==> src/rtl/tdm_pkg.sv <==
// Shared constants and types for the 4:1 TDM receive path.
package tdm_pkg;

    localparam int unsigned NUM_SLOTS = 4;
    localparam int unsigned SLOT_W    = 2;

    typedef enum logic [0:0] {
        StHunt,
        StLocked
    } state_e;

endpackage

==> src/rtl/tdm_slot_ctr.sv <==
// Modulo-4 slot position counter with sync load-to-1, clear and wrap flag.
module tdm_slot_ctr
    import tdm_pkg::*;
(
    input  logic              clk_in,
    input  logic              rst_in,
    input  logic              inc_in,
    input  logic              load_one_in,
    input  logic              clear_in,
    output logic [SLOT_W-1:0] slot_out,
    output logic              wrap_out
);

    logic [SLOT_W-1:0] slot_q;
    logic [SLOT_W-1:0] slot_d;

    // Next slot: clear beats load, load beats increment.
    always_comb begin
        slot_d = slot_q;
        if (clear_in) begin
            slot_d = '0;
        end else if (load_one_in) begin
            slot_d = SLOT_W'(1);
        end else if (inc_in) begin
            slot_d = slot_q + SLOT_W'(1);
        end
    end

    // Slot position register.
    always_ff @(posedge clk_in or posedge rst_in) begin
        if (rst_in) begin
            slot_q <= '0;
        end else begin
            slot_q <= slot_d;
        end
    end

    assign slot_out = slot_q;
    assign wrap_out = inc_in && (slot_q == SLOT_W'(NUM_SLOTS - 1));

endmodule

==> src/rtl/tdm_demux4.sv <==
// Receive side of the 4:1 TDM link: locks on slot-0 sync and fans samples out.
module tdm_demux4
    import tdm_pkg::*;
#(
    parameter int unsigned WIDTH = 8
) (
    input  logic                 clk_in,
    input  logic                 rst_in,
    input  logic                 valid_in,
    input  logic [WIDTH-1:0]     data_in,
    input  logic                 sync_in,
    output logic [WIDTH-1:0]     ch0_out,
    output logic [WIDTH-1:0]     ch1_out,
    output logic [WIDTH-1:0]     ch2_out,
    output logic [WIDTH-1:0]     ch3_out,
    output logic [NUM_SLOTS-1:0] ch_valid_out,
    output logic [SLOT_W-1:0]    slot_out,
    output logic                 locked_out,
    output logic                 frame_done_out,
    output logic                 sync_err_out
);

    state_e                state_q, state_d;
    logic [SLOT_W-1:0]     slot;
    logic                  wrap;
    logic                  ctr_inc, ctr_load_one, ctr_clear;
    logic [NUM_SLOTS-1:0]  wr_en;
    logic                  frame_done_d, sync_err_d;
    logic [WIDTH-1:0]      ch_q [NUM_SLOTS];
    logic [NUM_SLOTS-1:0]  ch_valid_q;
    logic                  locked_q, frame_done_q, sync_err_q;

    tdm_slot_ctr u_slot_ctr (
        .clk_in      (clk_in),
        .rst_in      (rst_in),
        .inc_in      (ctr_inc),
        .load_one_in (ctr_load_one),
        .clear_in    (ctr_clear),
        .slot_out    (slot),
        .wrap_out    (wrap)
    );

    // Lock FSM: decides which channel (if any) takes the sample and how the slot moves.
    always_comb begin
        state_d      = state_q;
        wr_en        = '0;
        ctr_inc      = 1'b0;
        ctr_load_one = 1'b0;
        ctr_clear    = 1'b0;
        frame_done_d = 1'b0;
        sync_err_d   = 1'b0;
        if (valid_in) begin
            unique case (state_q)
                StHunt: begin
                    if (sync_in) begin
                        wr_en        = NUM_SLOTS'(1);
                        ctr_load_one = 1'b1;
                        state_d      = StLocked;
                    end
                end
                StLocked: begin
                    if (sync_in) begin
                        // Sync mid-frame restarts the frame at slot 0; partial frame is abandoned.
                        sync_err_d   = (slot != '0);
                        wr_en        = NUM_SLOTS'(1);
                        ctr_load_one = 1'b1;
                    end else if (slot == '0) begin
                        sync_err_d = 1'b1;
                        ctr_clear  = 1'b1;
                        state_d    = StHunt;
                    end else begin
                        wr_en        = NUM_SLOTS'(1) << slot;
                        ctr_inc      = 1'b1;
                        frame_done_d = wrap;
                    end
                end
                default: state_d = StHunt;
            endcase
        end
    end

    // State, channel bank and pulse registers.
    always_ff @(posedge clk_in or posedge rst_in) begin
        if (rst_in) begin
            state_q      <= StHunt;
            locked_q     <= 1'b0;
            ch_valid_q   <= '0;
            frame_done_q <= 1'b0;
            sync_err_q   <= 1'b0;
            for (int i = 0; i < NUM_SLOTS; i++) begin
                ch_q[i] <= '0;
            end
        end else begin
            state_q      <= state_d;
            locked_q     <= (state_d == StLocked);
            ch_valid_q   <= wr_en;
            frame_done_q <= frame_done_d;
            sync_err_q   <= sync_err_d;
            for (int i = 0; i < NUM_SLOTS; i++) begin
                if (wr_en[i]) begin
                    ch_q[i] <= data_in;
                end
            end
        end
    end

    assign ch0_out        = ch_q[0];
    assign ch1_out        = ch_q[1];
    assign ch2_out        = ch_q[2];
    assign ch3_out        = ch_q[3];
    assign ch_valid_out   = ch_valid_q;
    assign slot_out       = slot;
    assign locked_out     = locked_q;
    assign frame_done_out = frame_done_q;
    assign sync_err_out   = sync_err_q;

endmodule

==> config.mk <==
export PLATFORM = sky130hd
export DESIGN_NAME = tdm_demux4
export DESIGN_NICKNAME = d
export VERILOG_FILES = /design/src/rtl/tdm_pkg.sv /design/src/rtl/tdm_slot_ctr.sv /design/src/rtl/tdm_demux4.sv
export SDC_FILE = /design/constraint.sdc
export NUM_CORES = 1
export LEC_CHECK = 0
export BUFFER_PORTS_ARGS = -buffer_cell sky130_fd_sc_hd__buf_2
export CAP_MARGIN = 25
export CORE_MARGIN = 2
export CORE_UTILIZATION = 53
export CTS_BUF_LIST = sky130_fd_sc_hd__clkbuf_4 sky130_fd_sc_hd__clkbuf_8
export CTS_CLUSTER_DIAMETER = 120
export DETAILED_ROUTE_END_ITERATION = 10
export HOLD_SLACK_MARGIN = 0.1
export PLACE_DENSITY = 0.89
export SLEW_MARGIN = 20
export SYNTH_ARGS = -nofsm -noshare
export SYNTH_HDL_FRONTEND = slang
export SYNTH_SLANG_ARGS = --single-unit
==> constraint.sdc <==
create_clock -name clk_in -period 1.88 [get_ports clk_in]
set_input_delay 0.376 -clock clk_in [delete_from_list [all_inputs] [get_ports clk_in]]
set_output_delay 0.376 -clock clk_in [all_outputs]
set_load 0.05 [all_outputs]
==> results by group, run 1 <==
Timing
  – Fin Setup TNS: 0 ns
  – Slew headroom: 68.8%
  – Fin crit period: 1.68 ns
  – F_max: 597 MHz
  – Crit share post-route: 89.2%
  – Final setup violation count: 0
  – Final Max Slew Viols: 0
  – Worst-Margin Slew: 0.468 ns
  – RSZ-0062 raised after global routing: no
  – Skew final: 0.00618 ns
  – Fin. Hold Viols: 0

Synthesis
  – Syn_nets: 125
  – Synth area leader: dfrtp_1
  – Most common cell in the netlist: dfrtp_1
  – Most common library cells after synthesis: dfrtp_1, mux2_4, inv_1, mux2_2, ha_1
  – Avg Inst Size Synth: 16.4 sq um
  – Mux share of post-synthesis cell area: 25.6%
  – Yosys warns: 0
  – Synthesized instance count: 107
  – Netlist cell types: 19
  – Top post-synthesis cells by area: dfrtp_1, mux2_4, mux2_2
  – Synth Area in XOR/XNOR: 0%
  – Post-synth EDFFs: 0
  – Fraction of registers with async set/reset: 100%
  – Compound-Gate Fraction of Synth Area: 3.13%
  – Top-area cell type share of the netlist area: 58.3%
  – Ys flop type: dfrtp_1
  – Yosys reg bits: 41
  – Largest family of logic cells by synthesized area: multiplexers
  – Mapped cell area: 1760 sq um
  – Adder-Cell Fraction of Synth Area: 4.27%
  – Seq/Total Area, Yosys: 58.3%
  – Simple-Gate Fraction of Synth Area: 5.69%

Worst setup path
  – CP peak stage delay: 0.46 ns
  – Arrival time worst endpoint: 1.94 ns
  – Startpoint types: flip-flop
  – Critical Path Fanout Max: 6
  – Critical R2R Launch: u_slot_ctr.slot_out[0]
  – Worst Path Required: 2.14 ns
  – Critical path class: reg2reg
  – Crit. Startpoint: u_slot_ctr.slot_out[0]
  – Critical-path cell list: inv_1 -> ha_1 -> inv_1 -> ha_1 -> a21o_2 -> a21o_1 -> a32oi_1
  – Crit-path slowest cell: dfrtp_1
  – Crit end category: flip-flop

Floorplanning
  – Initial Utilization: 56.7%
  – Die Width: 61.6 um
  – Die ar.: 3800 sq um
  – Site row count: 20
  – Boundary Pins: 53
  – Height of the die: 61.6 um
  – Core area: 3100 sq um

Final layout
  – Multi-input gate area: 681 sq um
  – Layout fillers: 236
  – Register Area: 1030 sq um
  – Area grow syn2layout: 22.5%
  – Layout cell share with drive strength beyond 1: 59.2%
  – # diodes: 0
  – Nets: 186

Clock tree
  – Root Buffer: clkbuf_4
  – Clock Latency Late Sink: 0.34 ns
  – Clock H-tree levels: 2
  – # clock sinks: 41
  – CTS tree: yes
  – Clock slew at reported path FFs: 0.12 ns
  – Post_cts resized: 0
  – Clock buffer depth: 2
  – Total CTS buffers: 5

GRT
  – Initial antenna violation count: 0
  – GR peak layer: met2
  – Vias in the first global route: 1061
  – Total track usage: 19.7%
  – M3 GR Usage: 5.25%
  – Largest net degree at the start of global routing: 32
  – Total gr overflow: 0
  – M2 GR Usage: 29.9%
  – Met1 Use GR: 26.6%
  – First-pass GRT wire length: 5150 um

Detailed routing
  – Final WL: 3180 um
  – Routed via count: 1051
  – Residual DRC: 0
  – ANT nets after route: 0
  – Vias per cell: 4.93
  – Drt pass-1 iters: 4
  – First DRT Iteration DRCs: 34
  – DR WL/cell: 14.9 um

Worst hold path
  – Tightest Hold Check Type: in2reg
  – Hold wc startpoint: data_in[2]

Placement
  – DP Wirelength: 2310 um
  – Routability congestion estimate: 0.730
  – Port Buf Inserts: 52

Flow run
  – # Max-Cap Violations: 0

Status
  – Status: finished, final reports clean
critical path: cells and delay by family (launching register included):
family | cells | cell delay [ns]
AOI/OAI and AO/OA | 3 | 0.55
DFF | 1 | 0.46
adders and majority gates | 2 | 0.41
buffers and inverters | 2 | 0.18
path summary, 6_finish.rpt:
check | to | slack (ns) | cells past startpoint
setup / recovery | u_slot_ctr.slot_out[1] | 0.20 | 7
hold / removal | ch1_out[2] | 0.30 | 2
setup reg to reg | u_slot_ctr.slot_out[1] | 0.20 | 7
hold reg to reg | ch0_out[7] | 0.51 | 1
max in group asynchronous | ch1_out[5] | 0.79 | 4
min in group asynchronous | ch2_out[3] | 0.57 | 3
what timing repair did:
| item | 4_1_cts | 5_1_grt |
|---|---|---|
| setup buffers | 0 | 0 |
| hold endpoints to repair | 10 | 0 |
| hold buffers | 1 | 0 |
layout make-up:
cell class	instances	area share, %
flip-flops and latches	41	47.6
multi-input cells	55	31.6
clock inverters	2	0.464
repair buffers	56	14.2
clock buffers	6	2.09
inverters	9	1.57
well taps	44	2.55
state kept, by name, summed over array words and instances, names as in the netlist:
| register | flops |
|---|---|
| ch_valid_out | 4 |
| locked_out | 1 |
| sync_err_out | 1 |
| u_slot_ctr.slot_out | 2 |
| ch2_out | 8 |
| ch3_out | 8 |
| ch1_out | 8 |
| ch0_out | 8 |
| frame_done_out | 1 |
layout by cell type, fill, tap and decap left out, drive strengths merged, types with 2 or more instances in the layout:
cell type	count
a21o	3
a21oi	2
a31oi	2
buf	55
clkbuf	6
clkinv	2
dfrtp	41
ha	6
inv	9
mux2	32
nand2	4
per-layer routing:
layer  share of wire (%)  vias to the layer above
li1                    -                      493
met1                  46                      514
met2                  47                       39
met3                 5.8                        5
met4                 1.5                        0
met5                   0                        -
metrics by stage:
| step | util [%] | cell area, sq um | worst slack (ns) | std cells | hold WS, ns |
|---|---|---|---|---|---|
| CTS | 69.5 | 2160 | 0.201 | 213 | 0.289 |
| global placement | 67.4 | 2090 | 0.296 | 204 | 0.392 |
| floorplan | - | 1760 | 0.139 | 107 | 0.525 |
| detailed placement | 67.4 | 2090 | 0.270 | 204 | 0.403 |
| finish | 69.5 | 2160 | 0.204 | 213 | 0.301 |
| global route | 69.5 | 2160 | 0.102 | 213 | 0.288 |
logic make-up after synthesis:
| family | after synthesis |
|---|---|
| fa+ha+maj | 6 |
| compound gates | 8 |
| simple gates | 9 |
| mux | 32 |
| buf+inv | 11 |
| flops | 41 |
Power of run 1 is not shown: default switching activity piles up to over one toggle a cycle in this logic, so the estimate is an artifact.
==> inputs of run 2 (changes only) <==
==> constraint.sdc (replaced) <==
create_clock -name clk_in -period 1.88 [get_ports clk_in]
set_input_delay 0 -clock clk_in [delete_from_list [all_inputs] [get_ports clk_in]]
set_output_delay 0 -clock clk_in [all_outputs]
set_load 0.05 [all_outputs]
==> results by group, run 2 (synthesis results as in run 1) <==
Timing
  – RSZ-0062 raised after global routing: no
  – Worst-Margin Slew: 0.551 ns (+0.0829 ns)
  – Final Max Slew Viols: 0 (unchanged)
  – Fin Setup TNS: 0 ns (unchanged)
  – F_max: 588 MHz (-1.4%)
  – Fin. Hold Viols: 0 (unchanged)
  – Hold WS: 0.170 ns (-0.131 ns)
  – Fin crit period: 1.70 ns (+0.0243 ns)
  – Skew final: 0.00695 ns (+0.000765 ns)
  – Final setup violation count: 0 (unchanged)
  – Crit share post-route: 90.4% (+1.3 points)
  – Slew headroom: 63.3% (-5.5 points)

Worst setup path
  – Crit end category: flip-flop
  – Startpoint types: flip-flop
  – Worst Path Required: 2.15 ns (about the same)
  – Critical Path Fanout Max: 6 (unchanged)
  – Critical path class: reg2reg
  – Arrival time worst endpoint: 1.97 ns (+0.03 ns)

Placement
  – DP Wirelength: 2420 um (+4.9%)
  – Placed insts: 202 (-0.98%)
  – Routability congestion estimate: 0.748 (+2.5%)
  – Port Buf Inserts: 52 (unchanged)

GRT
  – Initial antenna violation count: 0 (unchanged)
  – Total track usage: 20.5% (+0.78 points)
  – Largest net degree at the start of global routing: 32 (unchanged)
  – First-pass GRT wire length: 5420 um (+5.4%)
  – Vias in the first global route: 1084 (+2.2%)
  – Total gr overflow: 0 (unchanged)

Final layout
  – Multi-input gate area: 681 sq um (unchanged)
  – Layout fillers: 209 (-11%)
  – Layout cell share with drive strength beyond 1: 55.4% (-3.8 points)
  – Most frequent cells in the layout: buf_2, dfrtp_1, mux2_4, dlygate4sd3_1, inv_1
  – Cell Count, Final, Fillers Out: 221 (+3.8%)
  – Register Area: 1030 sq um (unchanged)
  – Most common cell after layout, fill and taps aside: buf_2
  – Nets: 194 (+4.3%)
  – Area grow syn2layout: 29.6%
  – # diodes: 0 (unchanged)

Clock tree
  – Clock Latency Late Sink: 0.35 ns (about the same)
  – # clock sinks: 41 (unchanged)
  – Post_cts resized: 0 (unchanged)
  – Clock buffer depth: 2 (unchanged)
  – CTS tree: yes
  – Clock H-tree levels: 2 (unchanged)
  – Total CTS buffers: 5 (unchanged)
  – Post-CTS setup repair buffer count: 0 (unchanged)
  – Root Buffer: clkbuf_4
  – Clock slew at reported path FFs: 0.13 ns (about the same)

Floorplanning
  – Initial Utilization: 56.7% (unchanged)
  – Site row count: 20 (unchanged)
  – Die Width: 61.6 um (unchanged)
  – Die ar.: 3800 sq um (unchanged)
  – Height of the die: 61.6 um (unchanged)
  – Core area: 3100 sq um (unchanged)
  – Boundary Pins: 53 (unchanged)

Detailed routing
  – Vias per cell: 4.96 (+0.51%)
  – DR WL/cell: 15.9 um (+6.5%)
  – Residual DRC: 0 (unchanged)
  – Final WL: 3510 um (+11%)
  – First DRT Iteration DRCs: 41 (+21%)
  – Drt pass-1 iters: 4 (unchanged)
  – ANT nets after route: 0 (unchanged)
  – Routed via count: 1096 (+4.3%)

Power
  – P per Cell Area: 1960 nW/um^2
  – Maximum VDD drop: 0.988 mV
  – Pleak: 1.26 nW

Flow run
  – # Max-Cap Violations: 0 (unchanged)

Worst hold path
  – Tightest Hold Check Type: in2async

Status
  – Status: finished, final reports clean
run 2: path summary, 6_finish.rpt:
| path | endpoint | startpoint | depth (start not counted) | slack, ns |
|---|---|---|---|---|
| setup reg to reg | u_slot_ctr.slot_out[1] | u_slot_ctr.slot_out[0] | 7 | 0.18 |
| hold / removal | ch2_out[3] | rst_in | 3 | 0.17 |
| min in group clk_in | ch3_out[0] | data_in[0] | 3 | 0.47 |
| max in group asynchronous | ch1_out[1] | rst_in | 4 | 0.97 |
| hold reg to reg | ch0_out[7] | ch0_out[7] | 1 | 0.52 |
| setup / recovery | u_slot_ctr.slot_out[1] | u_slot_ctr.slot_out[0] | 7 | 0.18 |
run 2: per-stage QoR:
stage / worst slack [ns] / power (mW) / area (sq um) / util [%]
after detailed placement: 0.206 / 3.75 / 2060 / 66.5
after CTS: 0.162 / 4.49 / 2280 / 73.5
after floorplan: 0.139 / 3.26 / 1760 / -
after global routing: 0.0496 / 4.67 / 2280 / 73.5
final: 0.180 / 4.46 / 2280 / 73.5
after global placement: 0.305 / 3.70 / 2060 / 66.5
run 2: metal layers:
layer	vias up	share of wire (%)	GRT usage (%)
met5	-	0	0
met2	40	47	30.8
li1	513	-	-
met1	539	47	29.2
met4	0	1.4	7.29
met3	4	5.2	5.04
run 2: area by class of cell:
cell class                 instances  area share [%]
timing repair buffer              64            16.6
inverter                           9            1.48
multi-input combinational         55            29.9
clock buffer                       5            1.65
clock inverter                     3            3.02
sequential                        41            45.0
tap                               44            2.41
run 2: critical path, stage by stage (launching register included):
cell     delay [ns]
dfrtp_1        0.48
inv_1          0.13
ha_1           0.20
inv_1          0.06
ha_1           0.21
a21o_2         0.23
a21o_1         0.17
a32oi_1        0.15
run 2: where the power goes:
part           switching (mW)  total (mW)  leakage, nW  internal (mW)
logic                    1.59        2.32        0.695          0.729
registers               0.222        1.43        0.509           1.21
clock network           0.294       0.713       0.0558          0.419
run 2: what timing repair did:
action                                  CTS  global route
hold buffers                             11             0
endpoints found under the setup margin    0             0
endpoints found under the hold margin    55             0
Note: power is estimated with default switching activity, not from simulation.
